==> config.mk <==
export PLATFORM = sky130hd
export DESIGN_NAME = jtag_confreg_bank
export DESIGN_NICKNAME = d
export VERILOG_FILES = /design/src/rtl/jtag_confreg_bank.sv
export SDC_FILE = /design/constraint.sdc
export NUM_CORES = 1
export LEC_CHECK = 0
export ABC_CLOCK_PERIOD_IN_PS = 3700
export CAP_MARGIN = 10
export CORE_AREA = 2 2 86 88
export CTS_CLUSTER_SIZE = 40
export DETAILED_ROUTE_END_ITERATION = 7
export DIE_AREA = 0 0 88 90
export PLACE_DENSITY = 0.82
export SYNTH_ARGS = -nofsm -noshare
export SYNTH_HDL_FRONTEND = slang
export SYNTH_SLANG_ARGS = --single-unit
==> constraint.sdc <==
create_clock -name tck_i -period 3.7 [get_ports tck_i]
set_clock_uncertainty 0.05 [all_clocks]
set_input_delay 0.37 -clock tck_i [delete_from_list [all_inputs] [get_ports tck_i]]
set_output_delay 0.37 -clock tck_i [all_outputs]
set_load 0.02 [all_outputs]
==> src/rtl/jtag_confreg_bank.sv <==
// Addressable bank of JTAG configuration registers behind a single user DR.
// Optional frame parity and sticky error flag: define JTAG_CONFREG_PARITY_EN.
module jtag_confreg_bank #(
  parameter int unsigned N_REGS      = 4,
  parameter int unsigned REG_WIDTH   = 8,
  parameter int unsigned SYNC_STAGES = 2,
  parameter logic [N_REGS*REG_WIDTH-1:0] RESET_VALUE = '0
) (
  input  logic                          tck_i,
  input  logic                          trst_ni,
  input  logic                          enable_i,
  input  logic                          capture_dr_i,
  input  logic                          shift_dr_i,
  input  logic                          update_dr_i,
  input  logic                          scan_in_i,
  output logic                          scan_out_o,
  input  logic [N_REGS*REG_WIDTH-1:0]   soc_reg_i,
  output logic [N_REGS*REG_WIDTH-1:0]   conf_reg_o,
  output logic [N_REGS-1:0]             update_pulse_o,
  output logic                          err_o
);

  localparam int unsigned W  = REG_WIDTH;
  localparam int unsigned NW = N_REGS * REG_WIDTH;
  localparam int unsigned AW = (N_REGS > 1) ? $clog2(N_REGS) : 1;
`ifdef JTAG_CONFREG_PARITY_EN
  localparam int unsigned PW = 1;
`else
  localparam int unsigned PW = 0;
`endif
  localparam int unsigned L  = W + 1 + AW + PW;
  localparam logic [AW:0] NRegsW = (AW+1)'(N_REGS);

  logic [L-1:0]        r_sr;
  logic [AW-1:0]       r_addr;
  logic [NW-1:0]       r_conf;
  logic [N_REGS-1:0]   r_pulse;
  logic [NW-1:0]       r_sync [SYNC_STAGES];

  logic [W-1:0]        w_data;
  logic                w_wr;
  logic [AW-1:0]       w_addr;
  logic                w_addr_ok;
  logic [W-1:0]        w_rdata;
  logic [L-PW-1:0]     w_cap_body;
  logic [L-1:0]        w_cap;
  logic                w_par_ok;
  logic                w_err;
  logic                w_upd;
  logic                w_upd_ok;
  logic [N_REGS-1:0]   w_wr_sel;

  assign w_data     = r_sr[W-1:0];
  assign w_wr       = r_sr[W];
  assign w_addr     = r_sr[W+AW:W+1];
  assign w_addr_ok  = ({1'b0, w_addr} < NRegsW);
  assign w_upd      = enable_i & update_dr_i;
  assign w_upd_ok   = w_upd & w_par_ok;
  assign w_cap_body = {r_addr, w_err, w_rdata};

`ifdef JTAG_CONFREG_PARITY_EN
  logic r_err;

  // Parity bit chosen so the captured frame XORs to zero.
  assign w_cap    = {^w_cap_body, w_cap_body};
  assign w_par_ok = ~^r_sr;
  assign w_err    = r_err;

  always_ff @(posedge tck_i or negedge trst_ni) begin
    if (!trst_ni) begin
      r_err <= 1'b0;
    end else if (w_upd) begin
      r_err <= ~w_par_ok;
    end
  end
`else
  assign w_cap    = w_cap_body;
  assign w_par_ok = 1'b1;
  assign w_err    = 1'b0;
`endif

  // Readback mux over the synchronised status; out-of-range addresses read zero.
  always_comb begin
    w_rdata = '0;
    for (int i = 0; i < int'(N_REGS); i++) begin
      if (r_addr == AW'(i)) begin
        w_rdata = r_sync[SYNC_STAGES-1][i*W +: W];
      end
    end
  end

  always_comb begin
    w_wr_sel = '0;
    for (int i = 0; i < int'(N_REGS); i++) begin
      w_wr_sel[i] = w_upd_ok & w_wr & w_addr_ok & (w_addr == AW'(i));
    end
  end

  always_ff @(posedge tck_i or negedge trst_ni) begin
    if (!trst_ni) begin
      r_sr <= '0;
    end else if (enable_i && capture_dr_i) begin
      r_sr <= w_cap;
    end else if (enable_i && shift_dr_i) begin
      r_sr <= {scan_in_i, r_sr[L-1:1]};
    end
  end

  always_ff @(posedge tck_i or negedge trst_ni) begin
    if (!trst_ni) begin
      r_addr <= '0;
    end else if (w_upd_ok) begin
      r_addr <= w_addr;
    end
  end

  always_ff @(posedge tck_i or negedge trst_ni) begin
    if (!trst_ni) begin
      r_conf  <= RESET_VALUE;
      r_pulse <= '0;
    end else begin
      r_pulse <= w_wr_sel;
      for (int i = 0; i < int'(N_REGS); i++) begin
        if (w_wr_sel[i]) begin
          r_conf[i*W +: W] <= w_data;
        end
      end
    end
  end

  always_ff @(posedge tck_i or negedge trst_ni) begin
    if (!trst_ni) begin
      for (int s = 0; s < int'(SYNC_STAGES); s++) begin
        r_sync[s] <= '0;
      end
    end else begin
      r_sync[0] <= soc_reg_i;
      for (int s = 1; s < int'(SYNC_STAGES); s++) begin
        r_sync[s] <= r_sync[s-1];
      end
    end
  end

  assign scan_out_o     = r_sr[0];
  assign conf_reg_o     = r_conf;
  assign update_pulse_o = r_pulse;
  assign err_o          = w_err;

endmodule

==> results.tsv <==
stage	metric	value	unit
cts	CTS buffer count	17	
power	Net Sw Frac	0.256	
synthesis	yosys warns	0	
sta	worst-margin pin slew	0.990	ns
setup_path	Worst EP arrival	1.59	ns
routing	post-route ant nets	0	
die	Die H	90	microns
layout	share of cells above drive strength 1	0.253	
routing	WL/cell	15.2	microns
hold_path	worst hold path class	input port to flip-flop	
power	Pleak	2.24	nW
setup_path	CP Capture Type	output pin	
cts	clk_lat worst skew	0.51	ns
cts	CTS tree	built	
setup_path	largest incremental delay on the critical path	0.64	ns
grt	first-pass GRT wire length	10.5	mm
sta	period utilization	0.543	
routing	drt first pass iters	4	
setup_path	CP Class	flip-flop to output pin	
setup_path	Worst Setup SP	r_sr[0]$_DFFE_PN0P_	
setup_path	crit start category	flip-flop	
layout	Finished Core Util	0.739	
placement	detailed placement HPWL	3.93	mm
power	Cell Int Power	3.10	mW
power	Sw Pwr	1.07	mW
job	MaxCap Viol Count	0	
grt	total grt overflow	0	
grt	Total GRT Usage	0.183	
die	Cell Rows	31	
synthesis	Synth Area per Inst	17.6	sq um
die	die width	88	microns
layout	Fill cells	423	
routing	final WL	6.24	mm
cts	# Post-CTS Setup Buffers	0	
sta	relative slew slack	0.340	
sta	Hold WS	0.249	ns
routing	vias post-DR	2031	
sta	Max Clk Rate	498	MHz
grt	number of global-route vias before repair	2143	
grt	initial antenna violation count	0	
layout	sequential cell area	0.00283	sq mm
die	core area	0.00702	sq mm
layout	fin nets	338	
sta	minimum clock period	2.01	ns
routing	post-DR vias/cell	4.94	
sta	RSZ-0062 raised after global routing	no	
power	sequential power share	0.388	
grt	largest net degree at the start of global routing	85	
routing	DRC violation count after routing	0	
die	IO Count	77	
synthesis	synthesized net count	248	
layout	commonest non-fill, non-tap cell in the layout	dfrtp_1	
synthesis	Netlist cell types	20	
cts	post-cts resize count	0	
layout	Multi-input gate area	815	sq um
synthesis	sequential cell area fraction in the yosys report	0.767	
placement	number of port buffers	75	
setup_path	CP Data Required Time	3.28	ns
layout	P&R area growth vs syn	40.8	%
sta	Slew Viols, Final	0	
setup_path	Worst path slowest cell	clkdlybuf4s50_1	
synthesis	Seq cells post-synth	113	
cts	Max H-tree Level	4	
sta	final setup TNS	0	ns
setup_path	Worst Path Buf+Inv	1	
layout	n_diodes	0	
layout	commonest non-fill, non-tap cells in the layout	113 x dfrtp_1, 74 x clkdlybuf4s50_1, 33 x mux2_2	
die	Initial Utilization	0.525	
power	Clk pwr share	0.411	
outcome	status	finished, final reports clean	
die	Die Area	0.00792	sq mm
power	Comb power frac	0.201	
setup_path	RR Startpoint	r_addr[0]$_DFFE_PN0N_	
routing	Starting DRT DRC Count	126	
setup_path	crit-path max FO	6	
cts	clk buf depth	2	
synthesis	Post-Syn Instances	209	
sta	endpoints failing setup	0	
cts	Root Driver	clkbuf_8	
cts	clock sink count	113	
sta	Final Hold Fails	0	
power	P per Cell Area	804	mW/mm^2
cts	Clock transition at path regs	0.05	ns
setup_path	CP delay by family, top	buffers and inverters	
hold_path	hold path startpoint	soc_reg_i[15]	
synthesis	cell area after synthesis	0.00368	sq mm
placement	Placer Congestion	0.786	
power	Peak VDD IR	0.432	mV
setup_path	critical path cell sequence	clkdlybuf4s50_1	
-- worst register-to-register path, delay by kind of cell, from the launching register on --
| kind | cells | cell delay (ns) |
|---|---|---|
| muxes | 1 | 0.60 |
| AOI/OAI and AO/OA | 2 | 0.29 |
| DFF | 1 | 0.70 |
-- cell type report --
| class | instances | area share |
|---|---|---|
| inverter | 4 | 0.00289 |
| clock inverter | 14 | 0.0410 |
| sequential | 113 | 0.545 |
| tap | 99 | 0.0239 |
| multi-input combinational | 86 | 0.157 |
| clock buffer | 18 | 0.0825 |
| timing repair buffer | 77 | 0.148 |
-- registers in the layout, indices dropped and copies added, names as in the netlist --
name	flops
r_sync	64
conf_reg_o	32
r_addr	2
update_pulse_o	4
r_sr	11
-- cells in the mapped netlist, drive strengths merged --
cell type	n	area [sq um]
a21oi	9	45.0
buf	2	12.5
clkbuf	4	15.0
clkinv	1	3.75
conb	1	3.75
dfrtp	113	2830
inv	3	11.3
mux2	33	372
mux4	8	180
nand2	5	18.8
nand2b	2	12.5
nand3	1	5.00
nor2	11	56.3
nor3	2	32.5
o21a	1	7.51
o21ai	2	10.0
o22ai	10	62.6
o2bb2ai	1	8.76
-- routing by layer --
layer	wire, microns	track usage
met4	104	0.0885
met1	2600	0.227
met2	3200	0.280
met5	0	0
met3	339	0.0735
-- cells by family (layout without fill, tap and decap cells) --
| kind of cell | after synthesis | in the layout | share of synthesized area |
|---|---|---|---|
| compound gates | 23 | 23 | 0.0363 |
| buf+inv | 10 | 113 | 0.0115 |
| flops | 113 | 113 | 0.767 |
| mux | 41 | 41 | 0.150 |
| other cells | 1 | 1 | 0.00102 |
| simple gates | 21 | 21 | 0.0340 |
-- stage by stage --
stage	cell area (sq um)	total power [mW]	worst slack [ns]	cells
floorplan	3680	2.03	2.22	209
global placement	4540	2.46	1.34	378
detailed placement	4540	2.48	1.27	378
CTS	5190	4.22	1.66	411
global route	5190	4.36	1.60	411
finish	5190	4.17	1.69	411
-- timing repair --
action / 4_1_cts / 5_1_grt
setup endpoints to repair: 0 / 0
hold endpoints to repair: 22 / 0
hold buffers: 1 / 0
-- power groups by stage --
stage / Sequential [mW] / Combinational, mW / Clock [mW]
after global placement: 1.63 / 0.826 / 0
after CTS: 1.62 / 0.848 / 1.75
after global routing: 1.66 / 0.892 / 1.81
after floorplan: 1.77 / 0.261 / 0
after detailed placement: 1.64 / 0.842 / 0
final: 1.62 / 0.839 / 1.71
-- path summary, 6_finish.rpt --
kind | slack, ns | cells after the start | endpoint
max | 1.69 | 1 | scan_out_o
min | 0.25 | 1 | r_sync[47]$_DFF_PN0_
max reg2reg | 1.91 | 3 | r_sr[2]$_DFFE_PN0P_
min reg2reg | 0.30 | 0 | r_sync[29]$_DFF_PN0_
max in group asynchronous | 2.14 | 3 | r_sync[55]$_DFF_PN0_
min in group asynchronous | 0.52 | 2 | r_sync[34]$_DFF_PN0_
Power figures use the tool's default switching activity.
==> variant (same settings) <==
`SYNC_STAGES`: 2 -> 1.
--- a/src/rtl/jtag_confreg_bank.sv
+++ b/src/rtl/jtag_confreg_bank.sv
@@ -3,7 +3,7 @@
 module jtag_confreg_bank #(
   parameter int unsigned N_REGS      = 4,
   parameter int unsigned REG_WIDTH   = 8,
-  parameter int unsigned SYNC_STAGES = 2,
+  parameter int unsigned SYNC_STAGES = 1,
   parameter logic [N_REGS*REG_WIDTH-1:0] RESET_VALUE = '0
 ) (
   input  logic                          tck_i,
Check against the original RTL: not equivalent (Yosys sat finds a counterexample within 4 cycles, from zero or initial values and one cycle with trst_ni low).
==> variant against the unedited design <==
Final area decreased by 24%. Wire length is 17% lower. Core utilization is 18 points lower. Maximum frequency rose by 4.7%. Sequential cell count down 32. Synthesized cell count decreased by 16%. Non-clock buffer count is 1 lower. Global-route usage is 3.8 points lower. Synthesized area is 21% lower. Worst setup slack improved by 90 ps. Critical endpoint is now conf_reg_o[1]$_DFFE_PN0P_. Largest cell class unchanged.
Power is not compared: it rests on default switching activity, and its combinational part moved more than twofold at a synthesized area within 25%.
==> variant: results (changes against the unedited design) <==
* Status: complete, no violations
* Wire length on met2 at 2.495 mm (-22%)
* Routability Congestion at 0.7147 (-9.0%)
* Critical Path Fanout Max at 22 (+16)
* Layout Nets at 294 (-13%)
* Final-layout worst hold slack at 131.0 ps (-118.3 ps)
* Distinct cells, synth at 21 (+5.0%)
* Sequential-to-total area share from yosys stat at 0.6947 (-0.07272)
* Top cells by count, synth: 81 x sky130_fd_sc_hd__dfrtp_1, 33 x sky130_fd_sc_hd__mux2_2, 11 x sky130_fd_sc_hd__nand2_1
* GRT Resource Usage Total at 0.1456 (-0.03764)
* Reg-to-reg critical path startpoint: r_sr[10]$_DFFE_PN0P_
* Number of standard cells in the layout, taps in and fillers out at 359 (-13%)
* Transition time at the pin with the least slew margin at 968.4 ps (-21.70 ps)
* Met2 Usage GRT at 0.2229 (-0.05682)
* Worst Hold Class: input pin to async pin
* Routed via count at 1,740 (-14%)
* Endpoint of the most critical register-to-register path: conf_reg_o[19]$_DFFE_PN0P_
* Number of CTS-inserted buffers at 9 (-8)
* Mean routed wirelength per cell at 14.47 um (-4.6%)
* Achievable clock frequency at 521.2 MHz (+4.7%)
* Multiplexer share of the synthesized area at 0.1891 (+0.03936)
* Global-route track usage on met3 at 0.03949 (-0.03398)
* Worst-skew pair later-pin latency at 340 ps (-170 ps)
* Complex-gate fraction of the synthesized area at 0.03774 (+0.001403)
* DR WL met3 at 315 um (-7.1%)
* Number of inserted filler cells in the final layout at 593 (+40%)
* CP Launch Point: enable_i
* Placed Cells at 343 (-9.3%)
* Cell types with the largest area share after synthesis: sky130_fd_sc_hd__dfrtp_1 69%, sky130_fd_sc_hd__mux2_2 13%, sky130_fd_sc_hd__mux4_2 6.2%
==> variant: changes by cell type in the layout (fill, tap and decap cells not counted), moves of 5 or more <==
cell,delta
sky130_fd_sc_hd__a21oi_1,-9
sky130_fd_sc_hd__o22ai_1,-10
sky130_fd_sc_hd__clkbuf_8,+7
sky130_fd_sc_hd__dfrtp_1,-32
sky130_fd_sc_hd__clkbuf_16,-16
sky130_fd_sc_hd__nand2_1,+6
sky130_fd_sc_hd__a32oi_1,+6
sky130_fd_sc_hd__bufinv_16,-5
sky130_fd_sc_hd__nand3_1,+6
sky130_fd_sc_hd__nor2_1,-5
==> variant: final cells by class <==
cell class,count,area [um^2],share of cell area
clock buffers,9,123.9,0.03154
well taps,99,123.9,0.03154
flip-flops and latches,81,2027,0.5161
repair buffers,76,755.7,0.1924
clock inverters,7,37.54,0.009557
multi-input cells,87,859.6,0.2189
